File: config.mk
export PLATFORM = sky130hd
export DESIGN_NAME = jtk054000_seq_flat
export DESIGN_NICKNAME = d
export VERILOG_FILES = /design/src/rtl/jtk054000_pkg.sv /design/src/rtl/jtk054000_if.sv /design/src/rtl/jtk054000_absdiff.sv /design/src/rtl/jtk054000_seq.sv /design/src/flat_wrapper.sv
export SDC_FILE = /design/constraint.sdc
export NUM_CORES = 1
export LEC_CHECK = 0
export ABC_AREA = 0
export BUFFER_PORTS_ARGS = -buffer_cell sky130_fd_sc_hd__buf_2
export CAP_MARGIN = 20
export CORE_MARGIN = 8
export CORE_UTILIZATION = 50
export DETAILED_ROUTE_END_ITERATION = 12
export PLACE_DENSITY = 0.83
export SLEW_MARGIN = 0
export SYNTH_ARGS = -nofsm -noshare
export SYNTH_HDL_FRONTEND = slang
export SYNTH_SLANG_ARGS = --single-unit
export TNS_END_PERCENT = 20
File: constraint.sdc
create_clock -name clk -period 3.6 [get_ports clk]
set_input_delay 0.72 -clock clk [delete_from_list [all_inputs] [get_ports clk]]
set_output_delay 0.72 -clock clk [all_outputs]
set_load 0.02 [all_outputs]
File: src/rtl/jtk054000_pkg.sv
// -----------------------------------------------------------------------------
// jtk054000_pkg
// Shared definitions for the jtk054000 collision-check sequencer:
//   - AW_DEF  : default coordinate width
//   - LIM_W   : width of the summed extent/tolerance limit (8+8+8 bits -> 10)
//   - state_t : sequencer states
//   - lim_sum : extent + extent + tolerance, zero-extended to LIM_W
// -----------------------------------------------------------------------------
package jtk054000_pkg;

   localparam int AW_DEF = 24;
   localparam int LIM_W  = 10;

   typedef enum logic [2:0] {
      S_IDLE,
      S_XDIF,
      S_XCMP,
      S_YDIF,
      S_YCMP,
      S_DONE
   } state_t;

   // Largest possible sum is 3*255 = 765, which fits in LIM_W bits.
   function automatic logic [LIM_W-1:0] lim_sum(input logic [7:0] ext0,
                                                input logic [7:0] ext1,
                                                input logic [7:0] tol);
      return LIM_W'(ext0) + LIM_W'(ext1) + LIM_W'(tol);
   endfunction

endpackage

File: src/rtl/jtk054000_if.sv
// -----------------------------------------------------------------------------
// jtk054000_if
// Request/result bundle of the collision-check sequencer.
//   start                 : one-cycle check request
//   o0x/o0y/o1x/o1y [AW]  : object positions, unsigned
//   o0w/o0h/o1w/o1h [8]   : object half-extents, unsigned
//   dx/dy           [8]   : extra tolerance, unsigned
//   busy, done, hit       : status / one-cycle result pulse / last result
//   dout            [8]   : CPU read value {7'b0, ~hit}
//   hit_cnt         [8]   : debug hit counter
// Modports: master (requester side), slave (sequencer side).
// -----------------------------------------------------------------------------
interface jtk054000_if
   import jtk054000_pkg::*;
#(
   parameter int AW = AW_DEF
);

   logic          start;
   logic [AW-1:0] o0x, o0y, o1x, o1y;
   logic [7:0]    o0w, o0h, o1w, o1h;
   logic [7:0]    dx, dy;
   logic          busy;
   logic          done;
   logic          hit;
   logic [7:0]    dout;
   logic [7:0]    hit_cnt;

   modport master (
      output start, o0x, o0y, o1x, o1y, o0w, o0h, o1w, o1h, dx, dy,
      input  busy, done, hit, dout, hit_cnt
   );

   modport slave (
      input  start, o0x, o0y, o1x, o1y, o0w, o0h, o1w, o1h, dx, dy,
      output busy, done, hit, dout, hit_cnt
   );

endinterface

File: src/rtl/jtk054000_absdiff.sv
// -----------------------------------------------------------------------------
// jtk054000_absdiff
// Absolute difference |b - a| of two unsigned AW-bit values, evaluated in
// AW+1 bits so a large separation never wraps into a small distance.
//   a_i, b_i   [AW]   : operands
//   absdiff_o  [AW+1] : |b_i - a_i|
// -----------------------------------------------------------------------------
module jtk054000_absdiff #(
   parameter int AW = 24
) (
   input  logic [AW-1:0] a_i,
   input  logic [AW-1:0] b_i,
   output logic [AW:0]   absdiff_o
);

   logic [AW:0] diff;

   always_comb begin
      diff      = {1'b0, b_i} - {1'b0, a_i};
      // The extra top bit is the borrow: set means b < a, so take a - b.
      absdiff_o = diff[AW] ? ({1'b0, a_i} - {1'b0, b_i}) : diff;
   end

endmodule

File: src/rtl/jtk054000_seq.sv
// -----------------------------------------------------------------------------
// jtk054000_seq
// Sequential box-overlap checker. On start the inputs are snapshotted; the X
// axis and then the Y axis are each evaluated through one shared absolute-
// difference unit (diff step, then compare step), and the ANDed result is
// published 5 clocks after the start was sampled. A start arriving while busy
// is remembered in a single pending flag and re-runs the check from DONE.
//   clk, rst_n : clock, asynchronous active-low reset
//   bus        : jtk054000_if.slave (request inputs, status/result outputs)
// Build option: define JTK054000_HITCNT_EN to enable the saturating hit
// counter on bus.hit_cnt; otherwise hit_cnt is tied to zero.
// -----------------------------------------------------------------------------
module jtk054000_seq
   import jtk054000_pkg::*;
#(
   parameter int AW = AW_DEF
) (
   input  logic         clk,
   input  logic         rst_n,
   jtk054000_if.slave   bus
);

   state_t           state_q;
   logic [AW-1:0]    s0x_q, s0y_q, s1x_q, s1y_q;
   logic [7:0]       s0w_q, s0h_q, s1w_q, s1h_q, sdx_q, sdy_q;
   logic [AW:0]      diff_q;
   logic [LIM_W-1:0] lim_q;
   logic             hx_q, hy_q;
   logic             pending_q;
   logic             busy_q, done_q, hit_q;

   logic [AW-1:0]    op_a, op_b;
   logic [AW:0]      absdiff;
   logic [LIM_W-1:0] lim_d;
   logic             take_snap;
   logic             hit_d;
   logic             in_range;

   // Operand selection for the single shared difference unit: only XDIF and
   // YDIF register its output, so X operands are the idle default.
   always_comb begin
      // NOTE: every always_comb output gets a default first so no path leaves it unassigned (no latch).
      op_a  = s0x_q;
      op_b  = s1x_q;
      lim_d = lim_sum(s0w_q, s1w_q, sdx_q);
      if (state_q == S_YDIF) begin
         op_a  = s0y_q;
         op_b  = s1y_q;
         lim_d = lim_sum(s0h_q, s1h_q, sdy_q);
      end
      // A start seen in the DONE cycle merges into the pending request.
      take_snap = ((state_q == S_IDLE) && bus.start) ||
                  ((state_q == S_DONE) && (pending_q || bus.start));
      hit_d     = hx_q & hy_q;
      in_range  = (diff_q <= (AW+1)'(lim_q));
   end

   jtk054000_absdiff #(.AW(AW)) u_absdiff (
      .a_i       (op_a),
      .b_i       (op_b),
      .absdiff_o (absdiff)
   );

   always_ff @(posedge clk or negedge rst_n) begin
      if (!rst_n) begin
         state_q   <= S_IDLE;
         s0x_q     <= '0;
         s0y_q     <= '0;
         s1x_q     <= '0;
         s1y_q     <= '0;
         s0w_q     <= '0;
         s0h_q     <= '0;
         s1w_q     <= '0;
         s1h_q     <= '0;
         sdx_q     <= '0;
         sdy_q     <= '0;
         diff_q    <= '0;
         lim_q     <= '0;
         hx_q      <= 1'b0;
         hy_q      <= 1'b0;
         pending_q <= 1'b0;
         busy_q    <= 1'b0;
         done_q    <= 1'b0;
         hit_q     <= 1'b0;
      end else begin
         // NOTE: sequential state uses <= so every register sees pre-edge values regardless of statement order.
         done_q <= 1'b0;

         if (take_snap) begin
            s0x_q <= bus.o0x;
            s0y_q <= bus.o0y;
            s1x_q <= bus.o1x;
            s1y_q <= bus.o1y;
            s0w_q <= bus.o0w;
            s0h_q <= bus.o0h;
            s1w_q <= bus.o1w;
            s1h_q <= bus.o1h;
            sdx_q <= bus.dx;
            sdy_q <= bus.dy;
         end

         if (busy_q && bus.start && (state_q != S_DONE)) begin
            pending_q <= 1'b1;
         end

         case (state_q)
            S_IDLE: begin
               if (bus.start) begin
                  state_q <= S_XDIF;
                  busy_q  <= 1'b1;
               end
            end
            S_XDIF: begin
               diff_q  <= absdiff;
               lim_q   <= lim_d;
               state_q <= S_XCMP;
            end
            S_XCMP: begin
               hx_q    <= in_range;
               state_q <= S_YDIF;
            end
            S_YDIF: begin
               diff_q  <= absdiff;
               lim_q   <= lim_d;
               state_q <= S_YCMP;
            end
            S_YCMP: begin
               hy_q    <= in_range;
               state_q <= S_DONE;
            end
            S_DONE: begin
               hit_q     <= hit_d;
               done_q    <= 1'b1;
               pending_q <= 1'b0;
               if (pending_q || bus.start) begin
                  state_q <= S_XDIF;
               end else begin
                  state_q <= S_IDLE;
                  busy_q  <= 1'b0;
               end
            end
            default: begin
               state_q <= S_IDLE;
               busy_q  <= 1'b0;
            end
         endcase
      end
   end

`ifdef JTK054000_HITCNT_EN
   logic [7:0] hit_cnt_q;

   always_ff @(posedge clk or negedge rst_n) begin
      if (!rst_n) begin
         hit_cnt_q <= '0;
      end else if ((state_q == S_DONE) && hit_d && (hit_cnt_q != 8'hFF)) begin
         hit_cnt_q <= hit_cnt_q + 8'd1;
      end
   end

   assign bus.hit_cnt = hit_cnt_q;
`else
   assign bus.hit_cnt = 8'h00;
`endif

   assign bus.busy = busy_q;
   assign bus.done = done_q;
   assign bus.hit  = hit_q;
   assign bus.dout = {7'b0, ~hit_q};

endmodule

File: src/flat_wrapper.sv
// flat-port wrapper written by rule: the top's interface ports become plain ports
module jtk054000_seq_flat import jtk054000_pkg::*;
#(
   parameter int AW = AW_DEF
)
  (clk, rst_n, bus_start, bus_o0x, bus_o0y, bus_o1x, bus_o1y, bus_o0w, bus_o0h, bus_o1w, bus_o1h, bus_dx, bus_dy, bus_busy, bus_done, bus_hit, bus_dout, bus_hit_cnt);
  jtk054000_if #(.AW(AW)) bus_i ();
  input  logic clk;
  input  logic rst_n;
  input wire logic [$bits(bus_i.start)-1:0] bus_start;
  input wire logic [$bits(bus_i.o0x)-1:0] bus_o0x;
  input wire logic [$bits(bus_i.o0y)-1:0] bus_o0y;
  input wire logic [$bits(bus_i.o1x)-1:0] bus_o1x;
  input wire logic [$bits(bus_i.o1y)-1:0] bus_o1y;
  input wire logic [$bits(bus_i.o0w)-1:0] bus_o0w;
  input wire logic [$bits(bus_i.o0h)-1:0] bus_o0h;
  input wire logic [$bits(bus_i.o1w)-1:0] bus_o1w;
  input wire logic [$bits(bus_i.o1h)-1:0] bus_o1h;
  input wire logic [$bits(bus_i.dx)-1:0] bus_dx;
  input wire logic [$bits(bus_i.dy)-1:0] bus_dy;
  output wire logic [$bits(bus_i.busy)-1:0] bus_busy;
  output wire logic [$bits(bus_i.done)-1:0] bus_done;
  output wire logic [$bits(bus_i.hit)-1:0] bus_hit;
  output wire logic [$bits(bus_i.dout)-1:0] bus_dout;
  output wire logic [$bits(bus_i.hit_cnt)-1:0] bus_hit_cnt;
  assign bus_i.start = bus_start;
  assign bus_i.o0x = bus_o0x;
  assign bus_i.o0y = bus_o0y;
  assign bus_i.o1x = bus_o1x;
  assign bus_i.o1y = bus_o1y;
  assign bus_i.o0w = bus_o0w;
  assign bus_i.o0h = bus_o0h;
  assign bus_i.o1w = bus_o1w;
  assign bus_i.o1h = bus_o1h;
  assign bus_i.dx = bus_dx;
  assign bus_i.dy = bus_dy;
  assign bus_busy = bus_i.busy;
  assign bus_done = bus_i.done;
  assign bus_hit = bus_i.hit;
  assign bus_dout = bus_i.dout;
  assign bus_hit_cnt = bus_i.hit_cnt;
  jtk054000_seq #(.AW(AW)) u_core (.clk(clk), .rst_n(rst_n), .bus(bus_i));
endmodule
==> impl_metrics.py <==
metrics = {
    "outcome": {
        "status": "finished, violations left",
        "violations": "negative setup slack",
    },
    "die": {
        "rows": 56,
        "io_pins": 166,
        "dieHeight_um": 171,
        "start_util_pct": 51.1,
        "die_w_um": 171,
        "dieArea_um2": 29300,
        "coreArea_um2": 23500,
    },
    "critical_path": {
        "crit_chain": "nor2b_2 -> nand2_4 -> buf_12 -> mux2_2 -> ha_1 -> nand4_2 -> or3_1 -> a2bb2oi_2 -> buf_4 -> o41ai_4 -> buf_4 -> nor2_4 -> buf_4 -> mux2i_2 -> a311o_1 -> o211ai_2",
        "crit_family": "simple AND/OR/NAND/NOR gates",
        "worstRegToRegCells": 16,
        "cp-end-kind": "register",
        "cp.required_ns": 3.96,
        "crit_fanout": 10,
        "crit_buf_inv": 4,
        "criticalPathCategory": "register to register",
        "cpMostUsedCell": "buf_4",
        "start_kind": "register",
        "path_depth": 16,
        "crit_arrival_ns": 3.98,
        "critPathSlowestCell": "or3_1",
        "slowest_delay_ns": 0.40,
    },
    "synth": {
        "syn-instance-count": 1144,
        "synth_top_family_by_area": "multiplexers",
        "synth_seq_area_share_pct": 39.1,
        "synthXorXnorAreaFrac_pct": 3.06,
        "ys_ff_latch": 188,
        "synth.avg_cell_area_um2": 10.5,
        "async_flop_share_pct": 100,
        "synth_area_um2": 12000,
        "synthAdderAreaFrac_pct": 10.6,
        "synth-simple-area-share_pct": 8.60,
        "ys_warn_count": 0,
        "synth.distinct_cells": 80,
        "synth_edf_count": 0,
        "synthFlopType": "dfrtp_1",
        "muxShareOfSynthArea_pct": 18.9,
        "synth_compound_area_share_pct": 14.0,
    },
    "detailed_routing": {
        "vias": 9409,
        "drt-total-wl_um": 30900,
        "routedWlPerCell_um": 18.1,
        "drc": 0,
        "ant_nets": 0,
        "vias_per_cell": 5.49,
        "drtIter0Drc": 586,
        "first_pass_iters": 5,
    },
    "clock_tree": {
        "clk_pin_slew_ns": 0.08,
        "htree_levels": 4,
        "cts-root-buf": "clkbuf_16",
        "clk_latency_ns": 0.44,
        "tritoncts": "done",
        "cts_made_buffers": 17,
        "cts_sinks": 188,
        "cts.path.max_buffers": 2,
    },
    "global_routing": {
        "grt_pass1_wl_um": 50700,
        "grt_usage_pct": 21.6,
        "grt_pass1_vias": 10200,
        "grt.overflow.total": 0,
        "antenna_found_initial": 0,
        "grt_max_degree": 119,
    },
    "timing": {
        "whs_ns": 0.305,
        "setup-tns-final_ns": -0.0241,
        "worst_pin_slew_ns": 0.888,
        "drv_slew": 0,
        "hold_violations": 0,
        "fin_crit_sh_pct": 100,
        "skew_ns": 0.0161,
        "rsz0062_at_grt": "true",
        "relSlewSlack_pct": 40.8,
        "max_freq_ghz": 0.277,
        "setup_violations": 2,
        "fin_crit_ns": 3.61,
        "fin_ws_ns": -0.0137,
    },
    "placed_design": {
        "gp_congestion": 0.972,
        "dp_hpwl_um": 23500,
        "portBuffers": 150,
    },
    "cells_and_area": {
        "nets": 1626,
        "drive_gt1_share_pct": 37.4,
        "syn_to_final_growth_pct": 22.0,
        "final_util_pct": 62.3,
        "antenna_cells": 0,
    },
    "job": {
        "cap_viol_max_count": 0,
    },
    "worst_hold_path": {
        "hold_path.class": "primary input to async pin",
    },
}
through the flow:
stage / worst slack (ns) / instance area, µm² / cells
after floorplan: 0.0674 / 12100 / 1158
after global placement: 0.0165 / 13800 / 1678
after detailed placement: -0.0526 / 13800 / 1678
after CTS: -0.00879 / 14400 / 1710
after global routing: -0.137 / 14700 / 1713
final: -0.0137 / 14700 / 1713
Yosys cell counts, types with 12 or more instances:
| master | n | area [µm²] |
|---|---|---|
| nand2_1 | 72 | 270 |
| ha_1 | 92 | 1150 |
| mux2_2 | 165 | 1860 |
| nor2_1 | 39 | 146 |
| a21o_1 | 32 | 240 |
| buf_4 | 17 | 128 |
| nand3_1 | 12 | 60.1 |
| xnor2_1 | 28 | 245 |
| o21ai_0 | 53 | 265 |
| clkbuf_1 | 24 | 90.1 |
| nor3_1 | 13 | 65.1 |
| buf_2 | 13 | 65.1 |
| inv_1 | 87 | 327 |
| mux2i_1 | 40 | 400 |
| o21ai_1 | 21 | 105 |
| nor2b_1 | 18 | 113 |
| a21oi_1 | 65 | 325 |
| xor2_1 | 14 | 123 |
| dfrtp_1 | 188 | 4700 |
worst paths after layout:
kind | to | slack, ns | from
min in group clk | u_core.s1h_q[1] | 0.48 | bus_o1h[1]
worst min register to register | u_core.hy_q | 0.48 | u_core.hy_q
worst max-delay path | u_core.diff_q[23] | -0.01 | u_core.state_q[0]
worst max register to register | u_core.diff_q[23] | -0.01 | u_core.state_q[0]
worst min-delay path | u_core.s1x_q[2] | 0.31 | rst_n
max in group asynchronous | u_core.s1y_q[14] | 2.52 | rst_n
metal layers:
layer  up-vias  part of all wire, %  GRT usage (%)  wire, µm
met5         -                    0              0         0
met2       292                   51           38.3     15800
met1      4579                   42           25.9     12900
li1       4486                    -              -         -
met4         0                  2.1           6.50       648
met3        52                  5.1           4.38      1590
layout by cell type (no fill, tap or decap), types with 4 or more instances in the layout:
cell type,synthesis,final
dfrtp_1,188,188
nand2b_1,6,5
a21oi_2,1,5
o211ai_1,8,8
nor2_1,39,39
clkbuf_16,0,18
buf_2,13,149
o21bai_1,8,8
a31oi_1,6,6
ha_4,0,5
a21oi_1,65,60
mux2i_1,40,32
o21a_1,6,6
a21o_1,32,32
nand3_1,12,12
fa_1,6,6
ha_1,92,84
inv_1,87,87
xnor2_1,28,27
nor3_1,13,13
buf_4,17,110
nand4_1,8,8
xor2_1,14,14
and3_1,7,7
nor2b_1,18,17
buf_12,0,8
mux2i_2,0,8
nand2_1,72,71
a211oi_1,5,4
mux2_2,165,164
conb_1,1,15
o21ai_0,53,50
o21ai_1,21,24
inv_6,0,5
sequential cells by signal (all words and copies together), names as in the netlist, 10 cells and up:
register and cells:
u_core.s0y_q 24, u_core.s1x_q 24, u_core.s1y_q 24, u_core.s0x_q 24, u_core.lim_q 10, u_core.diff_q 25
what timing repair did:
action | 4_1_cts | 5_1_grt
buffers inserted | 0 | 1
endpoints found under the setup margin | 19 | 22
pin swaps | 4 | 6
cloned | 0 | 1
hold buffers | 0 | 0
gates resized for setup | 5 | 33
area by class of cell:
cell class | instances | area (µm²)
Clock inverter | 14 | 129
Clock buffer | 18 | 439
Fill cell | 1837 | 8870
Inverter | 87 | 327
Sequential cell | 188 | 4700
Timing Repair Buffer | 270 | 1780
Multi-Input combinational cell | 817 | 6890
Tap cell | 319 | 399
kinds of logic after synthesis:
group / count (synthesis)
AOI/OAI and AO/OA: 252
xor gates and xnor gates: 42
adders and majority gates: 98
buffers and inverters: 153
DFF: 188
muxes: 206
other: 1
and+or+nand+nor: 204
Power is left out: the tool's default activity adds up to more than one toggle a clock period on the data nets, which glitch-free logic cannot reach.
